===== config.mk =====
export PLATFORM = sky130hd
export DESIGN_NAME = ahb_apb_bridge_gen2
export DESIGN_NICKNAME = d
export VERILOG_FILES = /design/src/rtl/ahb_apb_pkg.sv /design/src/rtl/apb_strb_gen.sv /design/src/rtl/ahb_apb_bridge_gen2.sv
export SDC_FILE = /design/constraint.sdc
export NUM_CORES = 1
export LEC_CHECK = 0
export CAP_MARGIN = 20
export CORE_AREA = 10 10 97 99
export CTS_CLUSTER_SIZE = 8
export DETAILED_ROUTE_END_ITERATION = 8
export DIE_AREA = 0 0 107 109
export DONT_BUFFER_PORTS = 1
export PLACE_DENSITY = 0.79
export SYNTH_ARGS = -nofsm -noshare
export SYNTH_HDL_FRONTEND = slang
export SYNTH_HIERARCHICAL = 1
export SYNTH_SLANG_ARGS = --single-unit

===== constraint.sdc =====
create_clock -name Hclk -period 2.4 [get_ports Hclk]
set_input_delay 0.36 -clock Hclk [delete_from_list [all_inputs] [get_ports Hclk]]
set_output_delay 0.36 -clock Hclk [all_outputs]
set_load 0.03 [all_outputs]

===== src/rtl/ahb_apb_pkg.sv =====
// rtl/ahb_apb_pkg.sv - shared encodings, FSM states and index helper for ahb_apb_bridge_gen2.
package ahb_apb_pkg;

  localparam logic [1:0] HTRANS_IDLE   = 2'b00;
  localparam logic [1:0] HTRANS_BUSY   = 2'b01;
  localparam logic [1:0] HTRANS_NONSEQ = 2'b10;
  localparam logic [1:0] HTRANS_SEQ    = 2'b11;

  localparam logic [2:0] HSIZE_BYTE  = 3'd0;
  localparam logic [2:0] HSIZE_HALF  = 3'd1;
  localparam logic [2:0] HSIZE_WORD  = 3'd2;
  localparam logic [2:0] HSIZE_DWORD = 3'd3;

  typedef enum logic [2:0] {
    IDLE   = 3'd0,
    WDATA  = 3'd1,
    SETUP  = 3'd2,
    ACCESS = 3'd3,
    ERR1   = 3'd4,
    ERR2   = 3'd5
  } state_t;

  // A single slave still needs a one-bit index register.
  function automatic int idx_width(input int n);
    return (n <= 1) ? 1 : $clog2(n);
  endfunction

endpackage


===== src/rtl/apb_strb_gen.sv =====
// rtl/apb_strb_gen.sv - write lane strobes from Hsize/Haddr and Hsize legality check.
module apb_strb_gen #(
  parameter int DW = 32
) (
  input  logic [2:0]      addr_lo,
  input  logic [2:0]      size,
  input  logic            write,
  output logic [DW/8-1:0] strb,
  output logic            size_err
);

  localparam int NB = DW / 8;
  localparam int LB = (NB > 1) ? $clog2(NB) : 0;

  int lane_base;

  // A lane is enabled when it falls in the same size-aligned block as the address.
  always_comb begin
    size_err  = (int'(size) > LB);
    lane_base = int'(addr_lo) & (NB - 1);
    strb      = '0;
    for (int i = 0; i < NB; i++) begin
      strb[i] = write && !size_err && ((i >> size) == (lane_base >> size));
    end
  end

endmodule


===== src/rtl/ahb_apb_bridge_gen2.sv =====
// rtl/ahb_apb_bridge_gen2.sv - AHB to APB bridge, one APB access per AHB beat.
// Optional error responses (Pslverr, decode errors) enabled by AHB_APB_ERR_EN.
module ahb_apb_bridge_gen2
  import ahb_apb_pkg::*;
#(
  parameter int AW      = 32,
  parameter int DW      = 32,
  parameter int NSLV    = 4,
  parameter int DEC_LSB = 12
) (
  input  logic            Hclk,
  input  logic            Hresetn,
  input  logic            Hsel,
  input  logic [AW-1:0]   Haddr,
  input  logic [1:0]      Htrans,
  input  logic            Hwrite,
  input  logic [2:0]      Hsize,
  input  logic [2:0]      Hburst,
  input  logic [DW-1:0]   Hwdata,
  output logic            Hready,
  output logic            Hresp,
  output logic [DW-1:0]   Hrdata,
  output logic [AW-1:0]   Paddr,
  output logic [NSLV-1:0] Psel,
  output logic            Penable,
  output logic            Pwrite,
  output logic [DW-1:0]   Pwdata,
  output logic [DW/8-1:0] Pstrb,
  input  logic [DW-1:0]   Prdata,
  input  logic            Pready,
  input  logic            Pslverr
);

  localparam int IW = idx_width(NSLV);
  localparam int UW = AW - DEC_LSB;

  state_t          state, state_nx;
  logic [IW-1:0]   slv_idx;
  logic [DW/8-1:0] strb_nx;
  logic            accept, size_err, idx_err, dec_err, slv_err;
  logic            unused_bits;

  apb_strb_gen #(.DW(DW)) u_strb (
    .addr_lo  (Haddr[2:0]),
    .size     (Hsize),
    .write    (Hwrite),
    .strb     (strb_nx),
    .size_err (size_err)
  );

  // Every address bit above DEC_LSB takes part, so holes past NSLV are errors.
  assign idx_err = (Haddr[AW-1:DEC_LSB] >= UW'(NSLV));
  assign dec_err = idx_err || size_err;
  assign accept  = (state == IDLE) && Hsel && Htrans[1];

`ifdef AHB_APB_ERR_EN
  assign slv_err     = Pslverr;
  assign unused_bits = ^{Hburst, Htrans[0]};
`else
  assign slv_err     = 1'b0;
  assign unused_bits = ^{Hburst, Htrans[0], Pslverr};
`endif

  always_comb begin
    state_nx = state;
    case (state)
      IDLE: begin
        if (accept) begin
          if (dec_err)     state_nx = ERR1;
          else if (Hwrite) state_nx = WDATA;
          else             state_nx = SETUP;
        end
      end
      WDATA:  state_nx = SETUP;
      SETUP:  state_nx = ACCESS;
      ACCESS: begin
        if (Pready) state_nx = slv_err ? ERR1 : IDLE;
      end
`ifdef AHB_APB_ERR_EN
      ERR1:   state_nx = ERR2;
`else
      ERR1:   state_nx = IDLE;
`endif
      ERR2:   state_nx = IDLE;
      default: state_nx = IDLE;
    endcase
  end

  always_comb begin
    Hready  = (state == IDLE) || (state == ERR2);
    Penable = (state == ACCESS);
`ifdef AHB_APB_ERR_EN
    Hresp   = (state == ERR1) || (state == ERR2);
`else
    Hresp   = 1'b0;
`endif
    Psel = '0;
    for (int i = 0; i < NSLV; i++) begin
      Psel[i] = ((state == SETUP) || (state == ACCESS)) && (slv_idx == IW'(i));
    end
  end

  always_ff @(posedge Hclk or negedge Hresetn) begin
    if (!Hresetn) begin
      state   <= IDLE;
      slv_idx <= '0;
      Paddr   <= '0;
      Pwrite  <= 1'b0;
      Pwdata  <= '0;
      Pstrb   <= '0;
      Hrdata  <= '0;
    end else begin
      state <= state_nx;
      // Pwrite also remembers the direction of a decode-error beat.
      if (accept) begin
        Pwrite <= Hwrite;
      end
      if (accept && !dec_err) begin
        Paddr   <= Haddr;
        Pstrb   <= strb_nx;
        slv_idx <= Haddr[DEC_LSB +: IW];
      end
      if (state == WDATA) begin
        Pwdata <= Hwdata;
      end
      if ((state == ACCESS) && Pready && !Pwrite && !slv_err) begin
        Hrdata <= Prdata;
      end
`ifndef AHB_APB_ERR_EN
      if ((state == ERR1) && !Pwrite) begin
        Hrdata <= '0;
      end
`endif
    end
  end

endmodule


==> results_dict.tcl <==
set metrics [dict create \
    r2r-start "state[0]$_DFFE_PN0P_" \
    crit_start "state[2]$_DFFE_PN0P_" \
    dpl.hpwl_um 7530 \
    post_drt_wl_per_cell_um 25.9 \
    ios 218 \
    syn_to_final_growth_pct 7.25 \
    hold_path.class "in -> async" \
    dpl.cell_count 361 \
    detail_route.vias_per_cell 5.82 \
    syn_area_um2 4010 \
    peakVddDrop_uv 363 \
    htree_num_levels 3 \
    drive_above_1_share_pct 29.1 \
    worstSetupPathType "reg -> out" \
    synth_nets 380 \
    hold_slack_ns -0.303 \
    worst_clock_skew_ns 0.0119 \
    max_cap_viol_count 0 \
    postCtsSetupBuffers 0 \
    fmax_mhz 479 \
    synth_seq_area_share_pct 65.0 \
    worstSetupEndpoint "Psel[2]" \
    synth_top_area_cell "dfrtp_1" \
    floorplan.rows 32 \
    leakage_nw 2.15 \
    nets 380 \
    rsz0062_at_grt "false" \
    period_share_pct 87.0 \
    required_ns 2.04 \
    grt_overflow 0 \
    tightest_slew_ns 1.00 \
    top_usage_layer "met2" \
    fin_ws_ns 0.313 \
    use_met3_pct 10.5 \
    post-route-drc-count 0 \
    synth.distinct_cells 35 \
    routabilityCongestion 0.770 \
    final_cells 377 \
    cts_resized 0 \
    met1_usage_pct 17.6 \
    yosys_most_used_dff "dfrtp_1" \
    cp.arrival_ns 1.73 \
    synth.yosys.warnings 6 \
    async_reset_ff_share_pct 100 \
    clkSinkCount 104 \
    synth_top_cells_by_count "dfrtp_1 (104), mux2_2 (41), a22o_1 (32)" \
    hold_viol 104 \
    maxSlewViolCount 0 \
    clkTransAtPathRegs_ns 0.10 \
    insertion_delay_ns 0.35 \
    synth_edf_count 0 \
    io_buffers 0 \
    synthCells 270 \
    critical_path.endpoint_type "output pin" \
    status "finished with violations" \
    die_x_um 107 \
    yosysMostFrequentCell "dfrtp_1" \
    grt_pass1_wl_um 14600 \
    initial_core_util_pct 53.2 \
    wl_um 9760 \
    grt_max_degree 105 \
    die_h_um 109 \
    failed_checks "negative hold slack" \
    avgSynthCellArea_um2 14.8 \
    fin_crit_ns 2.09 \
    antenna_found_initial 0 \
    cts_root_buffer "clkbuf_8" \
    ant_nets 0 \
    r2r_setup_slack_ns 0.40 \
    powerDensity_nw_per_um2 1020 \
    slew_headroom_pct 33.1 \
    place_ws_ns 0.398 \
    r2r_cells 4 \
    worstSetupStartpointType "flop" \
    setup_viol 0 \
    gr-usage-met2_pct 25.2 \
    cts_tree "built" \
    ys_top_cells_by_area "dfrtp_1 (65%), mux2_2 (12%), a22o_1 (7.0%)" \
    crit_fanout 8 \
    clk_path_buf_depth 2 \
    tns_ns 0 \
    grt_pass1_vias 2502 \
    r2r-end "Paddr[2]$_DFFE_PN0P_" \
    firstDrtPassIters 4 \
    yosysTopAreaCellShare_pct 65.0 \
    drt_iter0_drc 144 \
    core_um2 7530 \
    ys_ff_latch 104 \
    die_area_um2 11700 \
    vias 2196 \
    grt_usage_pct 16.0 \
    antenna_cells 0 \
    cts_buffers 9 \
]
==> cells by family after synthesis <==
logic type	count (synthesis)	share of synthesized area, %
AOI/OAI and AO/OA	41	8.25
xor gates and xnor gates	1	0.219
buffers and inverters	18	2.59
DFF	104	65.0
muxes	51	15.3
other	1	0.0936
and+or+nand+nor	54	8.59
==> sequential cells by signal, summed over array words and instances (netlist names) <==
| signal | flops |
|---|---|
| Paddr | 32 |
| Pwrite | 1 |
| Hrdata | 32 |
| state | 3 |
| Pstrb | 4 |
| Pwdata | 32 |
==> stage by stage <==
step | instance area, µm² | power [W] | utilization [%] | hold slack (ns)
floorplan | 4010 | 0.00319 | - | 0.0644
global placement | 4090 | 0.00333 | 54.4 | 0.0690
detailed placement | 4090 | 0.00338 | 54.4 | 0.0695
CTS | 4300 | 0.00447 | 57.1 | -0.334
global route | 4300 | 0.00463 | 57.1 | -0.348
finish | 4300 | 0.00439 | 57.1 | -0.303
==> metal layers <==
layer	share of wire [%]	vias to the layer above
met3	15	11
met2	46	152
met1	37	1077
li1	-	956
met5	0	-
met4	1.2	0
==> critical path, stage by stage (launching register included) <==
cell	delay, ns
dfrtp_1	0.39
buf_4	0.16
nor2b_1	0.29
nand2_1	0.09
nor2_1	0.45
==> report_power, final <==
part / internal [W] / leakage, nW / switching, W
Clock: 0.000496 / 0.106 / 0.000585
Combinational: 0.000345 / 0.609 / 0.000296
Sequential: 0.00200 / 1.43 / 0.000676
==> worst min-delay path by stage <==
stage / start / endpoint / slack [ns] / cells after the start
floorplan: Hresetn / Hrdata[0]$_DFFE_PN0P_ / 0.06 / 0
global placement: Hresetn / Pwdata[18]$_DFFE_PN0N_ / 0.07 / 0
detailed placement: Hresetn / Pwdata[6]$_DFFE_PN0N_ / 0.07 / 0
CTS: Hresetn / Pwdata[6]$_DFFE_PN0N_ / -0.33 / 0
global route: Hresetn / Pwdata[0]$_DFFE_PN0N_ / -0.35 / 0
finish: Hresetn / Pwdata[6]$_DFFE_PN0N_ / -0.30 / 0
==> layout by cell type, fill, tap and decap left out, types with 2 or more instances in the layout <==
cell / Yosys / routed
clkbuf_8: 0 / 9
a22o_1: 32 / 32
mux2_2: 41 / 41
clkinv_2: 0 / 2
nor4_1: 4 / 4
nand2_1: 7 / 7
dfrtp_1: 104 / 104
and3b_1: 2 / 2
o21ai_0: 3 / 3
inv_6: 0 / 2
nor2b_1: 19 / 19
mux2_4: 10 / 10
nor2_1: 7 / 6
inv_1: 2 / 2
buf_4: 1 / 4
a21oi_1: 4 / 4
==> cell type report <==
| cell class | instances | area (µm²) |
|---|---|---|
| inverters | 2 | 7.51 |
| fillers | 607 | 3230 |
| clock inverters | 7 | 77.6 |
| well taps | 102 | 128 |
| repair buffers | 5 | 50.0 |
| multi-input cells | 148 | 1310 |
| clock buffers | 9 | 124 |
| flip-flops and latches | 104 | 2600 |
Note: power is estimated with default switching activity, not from simulation.
